==> src/rtl/ascii_scroller.sv <==
// ascii_scroller: buffers a short ASCII message written byte by byte and
// replays it one character per step to the 7-segment decoder, with a blank
// step between repetitions. Lowercase letters are folded to uppercase on write.
module ascii_scroller #(
    parameter int MSG_DEPTH   = 16,
    parameter int STEP_CYCLES = 1_000_000
) (
    input  logic                         clk,
    input  logic                         rst_n,
    input  logic                         wr_en,
    input  logic [7:0]                   wr_char,
    input  logic                         clr,
    input  logic                         run,
    input  logic [1:0]                   rate,
    output logic [7:0]                   char,
    output logic                         char_stb,
    output logic                         wrap,
    output logic [$clog2(MSG_DEPTH):0]   len,
    output logic                         full,
    output logic                         busy
);

    localparam int IW = $clog2(MSG_DEPTH);
    localparam int LW = IW + 1;
    // Room for STEP_CYCLES << 3, the longest programmable step.
    localparam int CW = $clog2(STEP_CYCLES) + 4;

    typedef enum logic [1:0] {
        IDLE,
        SHOW,
        GAP
    } state_t;

    state_t          state, state_d;
    logic [7:0]      msg_buf [MSG_DEPTH];
    logic [IW-1:0]   idx, idx_d;
    logic [CW-1:0]   cnt, cnt_d;
    logic [CW-1:0]   period;
    logic            step_end;
    logic            last_char;
    logic [7:0]      char_d;
    logic            char_stb_d;
    logic            wrap_d;
    logic [LW-1:0]   len_d;
    logic            full_d;
    logic            busy_d;
    logic            wr_do;

    // The decoder only knows 'A'-'Z', so 'a'-'z' are stored as uppercase.
    function automatic logic [7:0] fold_case(input logic [7:0] c);
        if (c >= 8'h61 && c <= 8'h7A)
            return c - 8'h20;
        return c;
    endfunction

    // rate is read live, so a shorter period ends an overdue step at once;
    // hence the >= rather than == compare.
    assign period    = CW'(STEP_CYCLES) << rate;
    assign step_end  = (cnt >= period - CW'(1));
    assign last_char = ((LW'(idx) + LW'(1)) == len);

    // State register.
    always_ff @(posedge clk) begin
        // NOTE: sequential state uses non-blocking assignments so every register
        // samples the pre-edge values, independent of statement order.
        if (!rst_n)
            state <= IDLE;
        else
            state <= state_d;
    end

    // Next-state and next-output logic; priority clr > run=0 > step > write.
    always_comb begin
        // NOTE: every signal gets a default first so no path leaves it unassigned,
        // which would otherwise infer a latch.
        state_d    = state;
        idx_d      = idx;
        cnt_d      = cnt;
        char_d     = char;
        char_stb_d = 1'b0;
        wrap_d     = 1'b0;
        len_d      = len;
        wr_do      = 1'b0;

        if (clr) begin
            state_d = IDLE;
            len_d   = '0;
            idx_d   = '0;
            cnt_d   = '0;
            char_d  = 8'h00;
        end else begin
            case (state)
                IDLE: begin
                    if (run && len != '0) begin
                        state_d    = SHOW;
                        idx_d      = '0;
                        cnt_d      = '0;
                        char_d     = msg_buf[0];
                        char_stb_d = 1'b1;
                    end else if (wr_en && !full) begin
                        wr_do = 1'b1;
                        len_d = len + LW'(1);
                    end
                end
                SHOW, GAP: begin
                    if (!run) begin
                        state_d = IDLE;
                        idx_d   = '0;
                        cnt_d   = '0;
                        char_d  = 8'h00;
                    end else if (step_end) begin
                        cnt_d      = '0;
                        char_stb_d = 1'b1;
                        if (state == GAP) begin
                            state_d = SHOW;
                            idx_d   = '0;
                            char_d  = msg_buf[0];
                        end else if (last_char) begin
                            state_d = GAP;
                            char_d  = 8'h00;
                            wrap_d  = 1'b1;
                        end else begin
                            idx_d  = idx + IW'(1);
                            char_d = msg_buf[idx + IW'(1)];
                        end
                    end else begin
                        cnt_d = cnt + CW'(1);
                    end
                end
                default: begin
                    state_d = IDLE;
                end
            endcase
        end

        busy_d = (state_d != IDLE);
        full_d = (len_d == LW'(MSG_DEPTH));
    end

    // Datapath and output registers; all outputs come straight from flops.
    always_ff @(posedge clk) begin
        if (!rst_n) begin
            idx      <= '0;
            cnt      <= '0;
            char     <= 8'h00;
            char_stb <= 1'b0;
            wrap     <= 1'b0;
            len      <= '0;
            full     <= 1'b0;
            busy     <= 1'b0;
        end else begin
            idx      <= idx_d;
            cnt      <= cnt_d;
            char     <= char_d;
            char_stb <= char_stb_d;
            wrap     <= wrap_d;
            len      <= len_d;
            full     <= full_d;
            busy     <= busy_d;
        end
    end

    // Message buffer write port.
    always_ff @(posedge clk) begin
        // NOTE: the buffer has no reset; len alone says which entries are valid,
        // and leaving the array unreset lets it map onto plain RAM.
        if (wr_do)
            msg_buf[len[IW-1:0]] <= fold_case(wr_char);
    end

endmodule

==> config.mk <==
export PLATFORM = sky130hd
export DESIGN_NAME = ascii_scroller
export DESIGN_NICKNAME = d
export VERILOG_FILES = /design/src/rtl/ascii_scroller.sv
export SDC_FILE = /design/constraint.sdc
export NUM_CORES = 1
export LEC_CHECK = 0
export CORE_ASPECT_RATIO = 0.6
export CORE_MARGIN = 2
export CORE_UTILIZATION = 63
export DETAILED_ROUTE_END_ITERATION = 6
export HOLD_SLACK_MARGIN = 0.08
export PLACE_DENSITY = 0.88
export SYNTH_ARGS = -nofsm -noshare
export SYNTH_HDL_FRONTEND = slang
export SYNTH_SLANG_ARGS = --single-unit
==> constraint.sdc <==
create_clock -name clk -period 5.5 [get_ports clk]
set_input_delay 1.1 -clock clk [delete_from_list [all_inputs] [get_ports clk]]
set_output_delay 1.1 -clock clk [all_outputs]
set_load 0.02 [all_outputs]
---- After elaboration in Yosys (flattened, before gate mapping) ----
Memory sizes are Yosys's and may differ from the RTL's.
Cells that the tools add are included.
word-level totals
  RAM bits ................................ 128
  memories kept ........................... 1
  logic and storage cells ................. 88
  input bits .............................. 15
  output and inout port bits .............. 17
  register bits ........................... 47
operators by class
  add/sub/neg operators ................... 6
  reduce and logical (&&, ||, !) cells .... 14
  bitwise operators ....................... 4
  order comparisons ....................... 3
  equal/unequal tests ..................... 7
  shifts and indexed selects .............. 1
  multiplexer cells ....................... 43
memories
  memory   words  width  rd ports  clocked after Yosys merged registers in  write ports  RTL line  source
  msg_buf  16     8      2         0                                        1            35        logic [7:0] msg_buf [MSG_DEPTH];
operator list
  kind                                                                number
  two-way mux 24 bit                                                  3
  two-way mux 8 bit                                                   8
  one-hot mux 24 bit (2 select lines)                                 1
  adder 24 x 1 -> 24 bit (second input constant)                      1
  greater-or-equal comparator 24 bit                                  1
  left shift 20 x 2 -> 24 bit (first input constant)                  1
  subtractor 24 x 1 -> 24 bit (second input constant)                 1
  two-way mux 4 bit                                                   5
  two-way mux 5 bit                                                   4
  one-hot mux 8 bit (2 select lines)                                  1
  two-way mux 1 bit                                                   12
  two-way mux 2 bit                                                   6
  greater-or-equal comparator 8 x 7 -> 1 bit (second input constant)  1
  <= comparator 8 x 7 -> 1 bit (second input constant)                1
  one-hot mux 4 bit (2 select lines)                                  1
  subtractor 8 x 6 -> 8 bit (second input constant)                   1
  OR reduction 6 bit                                                  1
  adder 4 x 1 -> 5 bit (second input constant)                        1
  adder 5 x 1 -> 5 bit (second input constant)                        1
  == test 5 bit                                                       1
  == test 5 bit (second input constant)                               1
  nonzero test 5 bit                                                  1
  adder 4 x 1 -> 4 bit (second input constant)                        1
  != test 4 bit (second input constant)                               1
  other kinds (15)                                                    22

---- Depth between registers and ports, before layout ----
Gate-level depths: netlist of the first run.
  word-level depth ........................ 9
  gate-level depth with buffers ........... 12
  depth with buffers taken out ............ 11

---- Least setup slack after synthesis of the first run ----
OpenSTA, ideal clock, no wires.
  path type ............................... input port to flip-flop
  start ................................... input rate[1]
  end ..................................... register cnt[22]
  required time ........................... 5.430 ns
  data arrival time ....................... 3.158 ns
  path buffers ............................ 1
  library setup time ...................... 0.070 ns
  stages .................................. 11
  slack ................................... 2.272 ns
  cells stage by stage .................... inv_1 ha_1 inv_1 ha_1 a21o_1 a311oi_2 o211ai_1 a211oi_4 o21ai_2 buf_2 a21oi_1
between the ends
  word-level cells in the longest chain between the ends .. 6
RTL lines
  what                                 RTL line  source
  from (decl)                          14        input logic [1:0] rate,
  left shift 20 x 2 -> 24 bit          58        assign period = CW'(STEP_CYCLES) << rate;
  subtractor 24 x 1 -> 24 bit          59        assign step_end = (cnt >= period - CW'(1));
  greater-or-equal comparator 24 bit   59
  two-way mux 24 bit                   111       end else if (step_end) begin
  two-way mux 24 bit                   106       if (!run) begin
  one-hot mux 24 bit (2 select lines)  92        case (state)
  to (signal assigned)                 153       cnt <= cnt_d;
  to (decl)                            37        logic [CW-1:0] cnt, cnt_d;
No other way between the ends.
A chain may end at the register's enable or synchronous reset.

---- Final worst setup path of the first run ----
  start ................................... input rate[1]
  end ..................................... register cnt[3]
The elaborated chain is that of the path after synthesis.

==> impl_metrics.tcl, run 1 <==
set metrics [dict create \
    yosysUniqueCellTypes 66 \
    die_w_um 151 \
    p_comb_share_pct 3.7 \
    start_util_pct 64.2 \
    p_int_mw 2.15 \
    ioPinCount 32 \
    clk_latency_ns 0.43 \
    cp_data_required_time_ns 5.85 \
    dp.cells 753 \
    hold_path_depth 2 \
    power_leakage_nw 3.10 \
    die_area_um2 13900 \
    path_max_fanout 20 \
    synth-edff-count 128 \
    place_congestion 0.869 \
    ant_nets 0 \
    seqPwrFrac_pct 51.1 \
    ir_drop_uv 201 \
    max-cap-violations 0 \
    netlist_top_cells_count "edfxtp_1 (128), nor2_1 (48), dfxtp_1 (47)" \
    ys_warn_count 0 \
    hp-start "cnt[1]" \
    endpoint_kind "flop" \
    ff2ff_path_depth 6 \
    hold_class "flop to flop" \
    post_cts_resized 0 \
    ys_async_sr_fraction_pct 0 \
    skew_ns 0.0168 \
    outcome "completed" \
    synth_area_leaders "edfxtp_1 (47%), dfxtp_1 (12%), mux4_2 (9.4%), ha_1 (5.7%), nor2_1 (2.2%)" \
    post-dp-hpwl_um 13000 \
    yosysSeqAreaShare_pct 58.6 \
    nets 654 \
    cts_root_buffer "clkbuf_16" \
    drc 0 \
    worstReg2RegEnd "msg_buf[9][5]" \
    synth_cells 564 \
    synth-seq-cells 175 \
    core_um2 12700 \
    area_growth_pct 13.2 \
    grt_pass1_vias 5036 \
    final_cells 785 \
    cts_sinks 175 \
    critPathKind "primary input to flop" \
    firstDrtPassIters 7 \
    grt.overflow.total 0 \
    p_sw_mw 0.634 \
    drt_wl_total_um 19200 \
    rsz0062_at_grt "false" \
    num_rows 32 \
    numPortBuffers 31 \
    grt_usage_pct 29.5 \
    wl_per_cell_um 24.4 \
    grt_max_degree 37 \
    power_density_nw_per_um2 301 \
    setup_tns_ns 0 \
    critical_path_arrival_ns 4.31 \
    ctsLongestPathBuffers 2 \
    setup_violations 0 \
    max-slew-margin-rel_pct 8.63 \
    finalHoldViolCount 0 \
    ctsHoldBuffers 0 \
    min_period_ns 3.96 \
    drive_gt1_share_pct 15.8 \
    r2r_start "len[0]" \
    n_fill_cell 783 \
    path_clk_slew_ns 0.07 \
    start_kind "primary input" \
    synth.most_common_cell "edfxtp_1" \
    htree_levels 4 \
    fmax_ghz 0.252 \
    vias_per_cell 6.69 \
    synth.avg_cell_area_um2 14.5 \
    num_vias 5251 \
    drtIter0Drc 599 \
    rrSetupSlack_ns 1.96 \
    netlist_area_um2 8170 \
    synth_top_area_cell "edfxtp_1" \
    cts_tree "built" \
    synth_top_area_share_pct 47.0 \
    grt_pass1_wl_um 29400 \
    antenna_found_initial 0 \
    power_switching_share_pct 22.8 \
    hold_path_end "cnt[1]" \
    insertedDiodeCount 0 \
    cts_made_buffers 17 \
    ys.flop_type "edfxtp_1" \
    post-route-period-util_pct 72.0 \
    finalMaxSlewViolations 0 \
    post_cts_buffers 0 \
    clock_power_share_pct 45.2 \
    die_h_um 92.2 \
    max_slew.worst_pin.slew_ns 1.36 \
]
## per-stage QoR
stage / area, µm² / total power, mW / hold WS [ns] / setup slack [ns] / util (%)
2_1_floorplan: 8180 / 1.51 / 0.447 / 2.27 / -
3_3_place_gp: 8630 / 1.55 / 0.457 / 1.39 / 67.8
3_5_place_dp: 8630 / 1.55 / 0.471 / 1.19 / 67.8
4_1_cts: 9250 / 2.78 / 0.481 / 1.59 / 72.6
5_1_grt: 9250 / 2.84 / 0.509 / 1.36 / 72.6
6_report: 9250 / 2.78 / 0.484 / 1.54 / 72.6
## power by group through the flow
stage                     Sequential (mW)  Clock (mW)  Combinational (mW)
after global routing                 1.42        1.31               0.111
after CTS                            1.42        1.26               0.101
after global placement               1.45           0              0.0941
after floorplan                      1.45           0              0.0533
after detailed placement             1.45           0              0.0993
final                                1.42        1.26               0.103
## cells by family after synthesis
family,after synthesis,synth area share [%]
simple gates,167,11.3
mux,46,12.1
buf+inv,36,2.37
fa+ha+maj,37,5.67
xor+xnor,28,3.40
other cells,1,0.0459
flops,175,58.6
compound gates,74,6.63
## cell type report
cell class | count | area (µm²) | share of cell area [%]
multi-input combinational | 354 | 3210 | 34.7
tap | 170 | 213 | 2.30
clock inverter | 15 | 194 | 2.10
sequential | 175 | 4790 | 51.8
clock buffer | 17 | 425 | 4.60
timing repair buffer | 38 | 363 | 3.92
inverter | 16 | 60.1 | 0.649
## flip-flops by register name (all words and copies together), names as in the netlist
register,count
char_stb,1
busy,1
len,5
full,1
char,8
cnt,24
msg_buf,128
state,2
idx,4
wrap,1
## worst max-delay path by stage
stage / startpoint / end / depth (start not counted)
3_3_place_gp: rate[0] / cnt[22] / 12
4_1_cts: rate[1] / cnt[3] / 11
5_1_grt: rate[0] / cnt[3] / 12
6_report: rate[1] / cnt[3] / 11
3_5_place_dp: rate[1] / cnt[3] / 11
2_1_floorplan: rate[1] / cnt[22] / 11
## cell usage in the layout, fill, tap and decap left out, types with 6 or more instances in the layout
master,count
a211oi_1,9
and3_1,7
ha_1,37
clkbuf_16,17
buf_4,7
a31oi_1,9
o21ai_0,6
mux4_2,34
a21oi_1,21
nor2_1,48
nand2b_1,11
mux4_1,6
nand4_1,8
nor3_1,9
nor2b_1,10
dfxtp_1,46
clkdlybuf4s50_1,31
edfxtp_1,128
nand3_1,14
xnor2_1,9
nor4_1,8
nand2_1,27
inv_1,16
xor2_1,17
## critical path: stages
cell and delay (ns):
clkdlybuf4s50_1 0.50, inv_1 0.23, ha_1 0.22, inv_1 0.07, ha_1 0.33, a21o_1 0.20
a311oi_2 0.32, o211ai_1 0.22, a211oi_4 0.54, o21ai_2 0.35, nor2_1 0.22
## metal layers
| metal | GRT usage, % | up-vias | part of all wire, % |
|---|---|---|---|
| met5 | 0 | - | 0 |
| met4 | 7.32 | 0 | 1.2 |
| met3 | 8.21 | 28 | 11 |
| met2 | 41.8 | 332 | 44 |
| met1 | 45.5 | 2624 | 43 |
| li1 | - | 2267 | - |
(Power assumes the default switching activity.)
==> run 2: changes to the inputs <==
--- a/config.mk
+++ b/config.mk
@@ -7,10 +7,10 @@
 export LEC_CHECK = 0
 export CORE_ASPECT_RATIO = 0.6
 export CORE_MARGIN = 2
-export CORE_UTILIZATION = 63
+export CORE_UTILIZATION = 55
 export DETAILED_ROUTE_END_ITERATION = 6
 export HOLD_SLACK_MARGIN = 0.08
-export PLACE_DENSITY = 0.88
+export PLACE_DENSITY = 0.82
 export SYNTH_ARGS = -nofsm -noshare
 export SYNTH_HDL_FRONTEND = slang
 export SYNTH_SLANG_ARGS = --single-unit
==> constraint.sdc (replaced) <==
create_clock -name clk -period 3.5 [get_ports clk]
set_input_delay 0.7 -clock clk [delete_from_list [all_inputs] [get_ports clk]]
set_output_delay 0.7 -clock clk [all_outputs]
set_load 0.02 [all_outputs]
==> impl_metrics.tcl, run 2 (synthesis results as in run 1) <==
set metrics [dict create \
    finalMaxSlewViolations 0 \
    drtIter0Drc 534 \
    critPathKind "primary input to flop" \
    power_leakage_nw 3.27 \
    post-route-period-util_pct 94.8 \
    outcome "completed" \
    cp_data_required_time_ns 3.80 \
    power_mw 4.33 \
    clk_latency_ns 0.43 \
    hold_class "flop to flop" \
    grt.overflow.total 0 \
    path_max_fanout 6 \
    largest_register_ffs 128 \
    grt_pass1_wl_um 30800 \
    firstDrtPassIters 5 \
    num_vias 5217 \
    ant_nets 0 \
    drive_gt1_share_pct 20.4 \
    drc 0 \
    place_congestion 0.945 \
    die_w_um 161 \
    min_period_ns 3.32 \
    grt_usage_pct 26.1 \
    htree_levels 4 \
    wl_per_cell_um 22.8 \
    setup_ws_ns 0.182 \
    skew_ns 0.0162 \
    endpoint_kind "flop" \
    layout_commonest_cell "edfxtp_1" \
    numPortBuffers 31 \
    layout_common_cells "edfxtp_1 (128), nor2_1 (48), dfxtp_1 (46)" \
    cts_tree "built" \
    critical_path_arrival_ns 3.62 \
    die_h_um 98.4 \
    antenna_found_initial 0 \
    power_density_nw_per_um2 454 \
    ir_drop_uv 310 \
    vias_per_cell 6.14 \
    fmax_ghz 0.301 \
    core_um2 14500 \
    num_rows 34 \
    cts_root_buffer "clkbuf_16" \
    cts_sinks 175 \
    insertedDiodeCount 0 \
    die_area_um2 15900 \
    place_worst_setup_slack_ns -0.209 \
    finalHoldViolCount 0 \
    start_kind "primary input" \
    max-slew-margin-rel_pct 29.7 \
    max-cap-violations 0 \
    post-dp-hpwl_um 13200 \
    grt_max_degree 27 \
    drt_wl_total_um 19400 \
    area_growth_pct 16.7 \
    cts_made_buffers 17 \
    grt_pass1_vias 5326 \
    nets 690 \
    rsz0062_at_grt "false" \
    path_clk_slew_ns 0.08 \
    ctsLongestPathBuffers 2 \
    max_slew.worst_pin.slew_ns 1.05 \
    final_util_pct 65.7 \
    post_cts_buffers 0 \
    setup_violations 0 \
    start_util_pct 56.3 \
    ioPinCount 32 \
]
run 2: timing repair:
| action | in CTS | in global routing |
|---|---|---|
| endpoints found under the setup margin | 0 | 11 |
| hold buffers | 0 | 0 |
| gates resized for setup | 0 | 4 |
| endpoints found under the hold margin | 0 | 0 |
run 2: where the power goes:
part / switching, mW / leakage, nW / internal [mW]
clock: 0.894 / 0.294 / 1.02
sequential: 0.00569 / 1.53 / 2.23
combinational: 0.109 / 1.45 / 0.0667
total: 1.01 / 3.27 / 3.32
run 2: path summary, 6_finish.rpt:
kind | start | to | slack [ns] | depth (start not counted)
worst max-delay path | rate[1] | idx[0] | 0.18 | 12
worst min-delay path | cnt[1] | cnt[1] | 0.51 | 2
worst max register to register | len[0] | msg_buf[1][0] | 0.47 | 7
worst min register to register | cnt[1] | cnt[1] | 0.51 | 2
run 2: through the flow:
step	cells	setup TNS, ns	instance area (µm²)	hold WS, ns
finish	849	0	9530	0.506
CTS	849	0	9520	0.493
floorplan	565	0	8180	0.447
detailed placement	817	-4.33	8920	0.482
global route	849	0	9530	0.527
global placement	817	-0.0942	8920	0.461
run 2: critical path: stages:
cell,delay (ns)
clkdlybuf4s50_1,0.60
inv_2,0.11
ha_1,0.21
nor3_1,0.18
ha_1,0.29
a21oi_1,0.17
o21ai_0,0.15
a221o_1,0.43
a211oi_4,0.35
buf_4,0.21
nor4_4,0.06
mux2i_1,0.13
run 2: area by class of cell:
type                       count  area (µm²)
clock inverter                15         174
fill                         992        4970
sequential                   175        4790
tap                          198         248
inverter                      16        60.1
clock buffer                  17         425
timing repair buffer          74         633
multi-input combinational    354        3210
run 2: per-layer routing:
layer / share of wire [%] / GRT usage, % / up-vias
met1: 44 / 38.7 / 2656
li1: - / - / 2332
met4: 1.1 / 5.70 / 0
met2: 46 / 40.2 / 206
met5: 0 / 0 / -
met3: 8.7 / 5.98 / 23
==> run 3: changes to the inputs <==
--- a/config.mk
+++ b/config.mk
@@ -11,6 +11,7 @@
 export DETAILED_ROUTE_END_ITERATION = 6
 export HOLD_SLACK_MARGIN = 0.08
 export PLACE_DENSITY = 0.82
+export SKIP_CTS_REPAIR_TIMING = 1
 export SYNTH_ARGS = -nofsm -noshare
 export SYNTH_HDL_FRONTEND = slang
 export SYNTH_SLANG_ARGS = --single-unit
==> results of run 3 <==
No change in the layout: final DEF, timing and power equal those of run 2.
